**src/rtl/wb_burst_sram_slave_pkg.sv**
```systemverilog
// Shared definitions for the Wishbone burst slave and its neighbours
// (cache and arbiter burst ports reuse the data/sel widths and BL default).
package wb_burst_sram_slave_pkg;
  localparam int BL_WIDTH_DEF = 10;
  localparam int DAT_W        = 32;
  localparam int SEL_W        = DAT_W / 8;

  typedef enum logic [1:0] {
    ST_IDLE = 2'd0,
    ST_RD   = 2'd1,
    ST_WR   = 2'd2,
    ST_DONE = 2'd3
  } wb_state_e;
endpackage

```
**src/rtl/wb_burst_cnt.sv**
```systemverilog
// Burst beat counter / word-address incrementer.
// Ports:
//   clk, rst_i      clock, synchronous active-high reset
//   load_i          capture start address and beat count
//   addr_i, cnt_i   start word address and beat count to load
//   step_i          one beat done: address+1 (wrapping), count-1
//   addr_o          current word address
//   addr_nxt_o      current address + 1, modulo 2^AW
//   cnt_o           beats remaining
//   last_o          current beat is the final one
module wb_burst_cnt #(
  parameter int AW = 10,
  parameter int CW = 10
) (
  input  logic          clk,
  input  logic          rst_i,
  input  logic          load_i,
  input  logic [AW-1:0] addr_i,
  input  logic [CW-1:0] cnt_i,
  input  logic          step_i,
  output logic [AW-1:0] addr_o,
  output logic [AW-1:0] addr_nxt_o,
  output logic [CW-1:0] cnt_o,
  output logic          last_o
);
  logic [AW-1:0] addr_q, addr_d;
  logic [CW-1:0] cnt_q, cnt_d;

  always_comb begin
    addr_d = addr_q;
    cnt_d  = cnt_q;
    if (load_i) begin
      addr_d = addr_i;
      cnt_d  = cnt_i;
    end else if (step_i) begin
      addr_d = addr_nxt_o;
      cnt_d  = cnt_q - CW'(1);
    end
  end

  always_ff @(posedge clk) begin
    if (rst_i) begin
      addr_q <= '0;
      cnt_q  <= '0;
    end else begin
      addr_q <= addr_d;
      cnt_q  <= cnt_d;
    end
  end

  // Natural overflow of the AW-bit sum gives the window wrap.
  assign addr_nxt_o = addr_q + AW'(1);
  assign addr_o     = addr_q;
  assign cnt_o      = cnt_q;
  assign last_o     = (cnt_q == CW'(1));
endmodule

```
**src/rtl/wb_burst_sram_slave.sv**
```systemverilog
// Wishbone burst responder in front of a single-port SRAM with 1-cycle read
// latency. Streams one beat per cycle while the master holds bry.
// Ports:
//   clk, wb_rst_i           clock, synchronous active-high reset
//   wbs_cyc/stb/we/sel/adr/dat/bl/bry_i   Wishbone burst request side
//   wbs_ack_o, wbs_dat_o    beat complete, read data (straight from SRAM)
//   busy_o                  a burst is in progress (state != IDLE)
//   sram_*                  SRAM macro port (csb/web active-low)
module wb_burst_sram_slave
  import wb_burst_sram_slave_pkg::*;
#(
  parameter int ADDR_WIDTH = 10,
  parameter int BL_WIDTH   = BL_WIDTH_DEF
) (
  input  logic                  clk,
  input  logic                  wb_rst_i,
  input  logic                  wbs_cyc_i,
  input  logic                  wbs_stb_i,
  input  logic                  wbs_we_i,
  input  logic [SEL_W-1:0]      wbs_sel_i,
  input  logic [31:0]           wbs_adr_i,
  input  logic [DAT_W-1:0]      wbs_dat_i,
  input  logic [BL_WIDTH-1:0]   wbs_bl_i,
  input  logic                  wbs_bry_i,
  output logic                  wbs_ack_o,
  output logic [DAT_W-1:0]      wbs_dat_o,
  output logic                  busy_o,
  output logic                  sram_csb0,
  output logic                  sram_web0,
  output logic [SEL_W-1:0]      sram_wmask0,
  output logic [ADDR_WIDTH-1:0] sram_addr0,
  output logic [DAT_W-1:0]      sram_din0,
  input  logic [DAT_W-1:0]      sram_dout0
);
  wb_state_e             state_q;
  logic [ADDR_WIDTH-1:0] adr_word, addr_q, addr_nxt;
  logic [BL_WIDTH-1:0]   bl_eff, cnt_q;
  logic                  last, load, step;
  logic                  unused_adr;

  assign adr_word   = wbs_adr_i[ADDR_WIDTH+1:2];
  assign unused_adr = ^{wbs_adr_i[31:ADDR_WIDTH+2], wbs_adr_i[1:0], cnt_q};
  assign bl_eff     = (wbs_bl_i == '0) ? BL_WIDTH'(1) : wbs_bl_i;

  wb_burst_cnt #(.AW(ADDR_WIDTH), .CW(BL_WIDTH)) u_cnt (
    .clk        (clk),
    .rst_i      (wb_rst_i),
    .load_i     (load),
    .addr_i     (adr_word),
    .cnt_i      (bl_eff),
    .step_i     (step),
    .addr_o     (addr_q),
    .addr_nxt_o (addr_nxt),
    .cnt_o      (cnt_q),
    .last_o     (last)
  );

  // Bus handshake and SRAM port are combinational so a read issued on an
  // accepted beat lands on sram_dout0 in time for the next beat.
  // Reset gates everything so a dropped burst never touches the SRAM.
  always_comb begin
    wbs_ack_o   = 1'b0;
    sram_csb0   = 1'b1;
    sram_web0   = 1'b1;
    sram_wmask0 = '0;
    sram_addr0  = addr_q;
    sram_din0   = '0;
    load        = 1'b0;
    step        = 1'b0;
    if (!wb_rst_i) begin
      unique case (state_q)
        ST_IDLE: if (wbs_cyc_i && wbs_stb_i) begin
          load = 1'b1;
          if (!wbs_we_i) begin
            sram_csb0  = 1'b0;
            sram_addr0 = adr_word;
          end
        end
        ST_RD: if (wbs_cyc_i && wbs_bry_i) begin
          wbs_ack_o = 1'b1;
          step      = 1'b1;
          // Prefetch the next word unless this is the final beat.
          if (!last) begin
            sram_csb0  = 1'b0;
            sram_addr0 = addr_nxt;
          end
        end
        ST_WR: if (wbs_cyc_i && wbs_bry_i) begin
          wbs_ack_o   = 1'b1;
          step        = 1'b1;
          sram_csb0   = 1'b0;
          sram_web0   = 1'b0;
          sram_wmask0 = wbs_sel_i;
          sram_din0   = wbs_dat_i;
        end
        default: ;
      endcase
    end
  end

  always_ff @(posedge clk) begin
    if (wb_rst_i) begin
      state_q <= ST_IDLE;
    end else begin
      unique case (state_q)
        ST_IDLE: if (wbs_cyc_i && wbs_stb_i)
                   state_q <= wbs_we_i ? ST_WR : ST_RD;
        ST_RD, ST_WR: begin
          if (!wbs_cyc_i)             state_q <= ST_IDLE;
          else if (wbs_bry_i && last) state_q <= ST_DONE;
        end
        // Hold here while the master keeps cyc so no second burst starts.
        ST_DONE: if (!wbs_cyc_i) state_q <= ST_IDLE;
        default: state_q <= ST_IDLE;
      endcase
    end
  end

  assign wbs_dat_o = sram_dout0;
  assign busy_o    = (state_q != ST_IDLE);
endmodule

```
**config.mk**
```make
export PLATFORM = sky130hd
export DESIGN_NAME = wb_burst_sram_slave
export DESIGN_NICKNAME = d
export VERILOG_FILES = /design/src/rtl/wb_burst_sram_slave_pkg.sv /design/src/rtl/wb_burst_cnt.sv /design/src/rtl/wb_burst_sram_slave.sv
export SDC_FILE = /design/constraint.sdc
export NUM_CORES = 1
export LEC_CHECK = 0
export ABC_AREA = 0
export BUFFER_PORTS_ARGS = -buffer_cell sky130_fd_sc_hd__buf_2
export CORE_MARGIN = 2
export CORE_UTILIZATION = 32
export CTS_BUF_LIST = sky130_fd_sc_hd__clkbuf_8
export DETAILED_ROUTE_END_ITERATION = 10
export HOLD_SLACK_MARGIN = 0.02
export PLACE_DENSITY = 0.75
export SLEW_MARGIN = 20
export SYNTH_ARGS = -nofsm -noshare
export SYNTH_HDL_FRONTEND = slang
export SYNTH_HIERARCHICAL = 1
export SYNTH_SLANG_ARGS = --single-unit
```
**constraint.sdc**
```tcl
create_clock -name clk -period 5.9 [get_ports clk]
set_clock_uncertainty 0.05 [all_clocks]
set_input_delay 1.18 -clock clk [delete_from_list [all_inputs] [get_ports clk]]
set_output_delay 1.18 -clock clk [all_outputs]
set_load 0.03 [all_outputs]
```
==> impl_metrics.ini <==
[floorplanning]
coreArea_mm2 = 0.00683
dieArea_mm2 = 0.00782
rows = 30
die_h_um = 88.4
initial_utilization_pct = 33.4
ios = 198
fp.dieW_um = 88.4

[final_layout]
multiInputGateArea_mm2 = 0.00140
fill_cells = 734
finalInstanceArea_mm2 = 0.00268
area_growth_pct = 17.4
drive_above_1_share_pct = 35.9
final_cell_mix = buf_2 (111), and2_1 (36), dfxtp_1 (22), inv_1 (20), nor2_1 (20)
final_common_cell = buf_2
register_area_um2 = 440
nets = 487
fin_cells = 459

[placed_design]
hpwl_mm = 5.23
place_inst = 454
pre_cts_slack_ps = 1840
io_buffer_count = 111
gp_routability_congestion = 0.899
post_dp_cell_area_mm2 = 0.00260

[power]
intPower_uw = 386
p_sw_uw = 267
p_seq_share_pct = 31.5
peakVddDrop_uv = 102
p_per_area_mw_per_mm2 = 244
swShare_pct = 40.9
p_leak_nw = 1.22
combPwrFrac_pct = 46.8
clock_power_share_pct = 21.7
power_uw = 653

[cts]
cts_resized = 0
cts_tree = done
clock-root-buffer = clkbuf_8
numClockSinks = 22
post_cts_buffers = 0
clk_pin_slew_ps = 90
numCtsBuffers = 3
h-tree-depth = 1
clock_latency_ps = 260
clock_path_buffers = 2
holdBufCountCts = 0

[logic_synthesis]
ys_ff_latch = 22
syn-num-nets = 429
synth.largest_area_cell = dfxtp_1
syn_inst = 305
synthTopCellsByArea = dfxtp_1 (19%), buf_4 (11%), and2_1 (9.9%)
yosysWarnings = 6
synth_top_area_share_pct = 19.3
yosysUniqueCellTypes = 51
netlist_area_mm2 = 0.00228
synth.yosys.seq_area_share_pct = 19.3
syn_area_per_cell_um2 = 7.48

[timing]
rsz0062_at_grt = false
setup_viol = 0
finalCriticalPeriod_ps = 4020
finalMaxSlewViolations = 0
setup_slack_ps = 1880
fin_crit_sh_pct = 68.1
finalHoldViolations = 0
fmax_mhz = 249
slew_headroom_pct = 37.0
fin_setup_tns_ps = 0
worst_slew_pin_slew_ps = 940

[routing]
wirelength_mm = 6.54
drt_iter0_drc = 99
firstDrtPassIters = 4
dr_total_vias = 2349
ant_nets = 0
routedWlPerCell_um = 14.3
vias_per_cell = 5.12
remaining_drc_errors = 0

[setup_path]
reg2reg_from = state_q[0]
path_class = input pin to primary output
cp_data_arrival_time_ps = 2790
worstSetupStartpoint = wb_rst_i
worstSetupEndpointType = primary output
required_ps = 4670
critPathMaxFanout = 37
start_kind = input pin

[global_routing]
grtUsageTotal_pct = 15.7
overflow = 0
grt_pass1_wl_mm = 9.82
grt_pass1_vias = 2084
grt_max_degree = 38
grt_antenna_before_repair = 1

[worst_hold_path]
min_from = u_cnt/cnt_o[6]
hold_class = register to register

[job]
maxCapViolCount = 0

[run_status]
status = finished clean
registers in the layout, summed over array words and instances, names as in the netlist:
| name | count |
|---|---|
| state_q | 2 |
| u_cnt/addr_o | 10 |
| u_cnt/cnt_o | 10 |
cell type report:
cell class	count	share of cell area, %
sequential	22	16.4
clock inverter	1	1.12
clock buffer	3	1.54
antenna	1	0.0935
timing repair buffer	112	21.0
multi-input combinational	203	52.3
tap	96	4.49
inverter	21	2.94
worst max-delay path, stage by stage:
cell and delay (ps):
buf_2 340, nor3b_4 810, and2_1 240, buf_2 200
power by group through the flow:
stage | sequential [mW] | clock, mW | combinational [mW]
global placement | 0.207 | 0 | 0.300
detailed placement | 0.209 | 0 | 0.306
floorplan | 0.196 | 0 | 0.277
finish | 0.206 | 0.142 | 0.306
CTS | 0.205 | 0.145 | 0.307
global route | 0.212 | 0.150 | 0.338
final timing paths:
check / to / slack, ps / depth (start not counted)
worst min register to register: u_cnt/cnt_o[6] / 470 / 2
worst min-delay path: u_cnt/cnt_o[6] / 470 / 2
worst max register to register: u_cnt/cnt_o[7] / 3220 / 7
worst max-delay path: sram_din0[0] / 1880 / 4
metal layers:
metal  part of all wire [%]  vias to the layer above  track usage, %
li1                       -                     1150               -
met1                     40                     1078            18.2
met2                     49                      115            28.5
met3                    9.3                        6            3.64
met4                    1.3                        0            4.68
met5                      0                        -               0
cells by family after synthesis:
| kind of cell | count (synthesis) | synth area share [%] |
|---|---|---|
| xor gates and xnor gates | 14 | 5.38 |
| buffers and inverters | 80 | 19.5 |
| muxes | 1 | 0.494 |
| and+or+nand+nor | 117 | 30.0 |
| DFF | 22 | 19.3 |
| adders and majority gates | 8 | 4.39 |
| AOI/OAI and AO/OA | 63 | 21.0 |
metrics by stage:
step / utilization [%] / hold slack (ps)
2_1_floorplan: - / 422
3_3_place_gp: 38.1 / 445
3_5_place_dp: 38.1 / 444
4_1_cts: 39.2 / 462
5_1_grt: 39.2 / 488
6_report: 39.2 / 469
synthesized netlist by cell type (all sizes together):
cell,count
o31ai,6
nor3,4
or2,2
o22ai,10
and2,38
or4b,1
o41ai,2
o211ai,1
a221o,1
nor4,2
a22oi,10
nand2b,1
o21a,1
a31o,1
nor3b,2
buf,38
clkbuf,21
dfxtp,22
o21ai,5
mux2,1
a311oi,11
clkinv,1
nand3,5
a21oi,7
ha,8
nand3b,2
nand2,19
xor2,10
nand4b,2
and4b,3
a221oi,4
nor2,20
nand4,5
a211oi,4
or4,5
and4,1
nor4b,1
inv,20
xnor2,4
or3,4
Note: power is estimated with default switching activity, not from simulation.
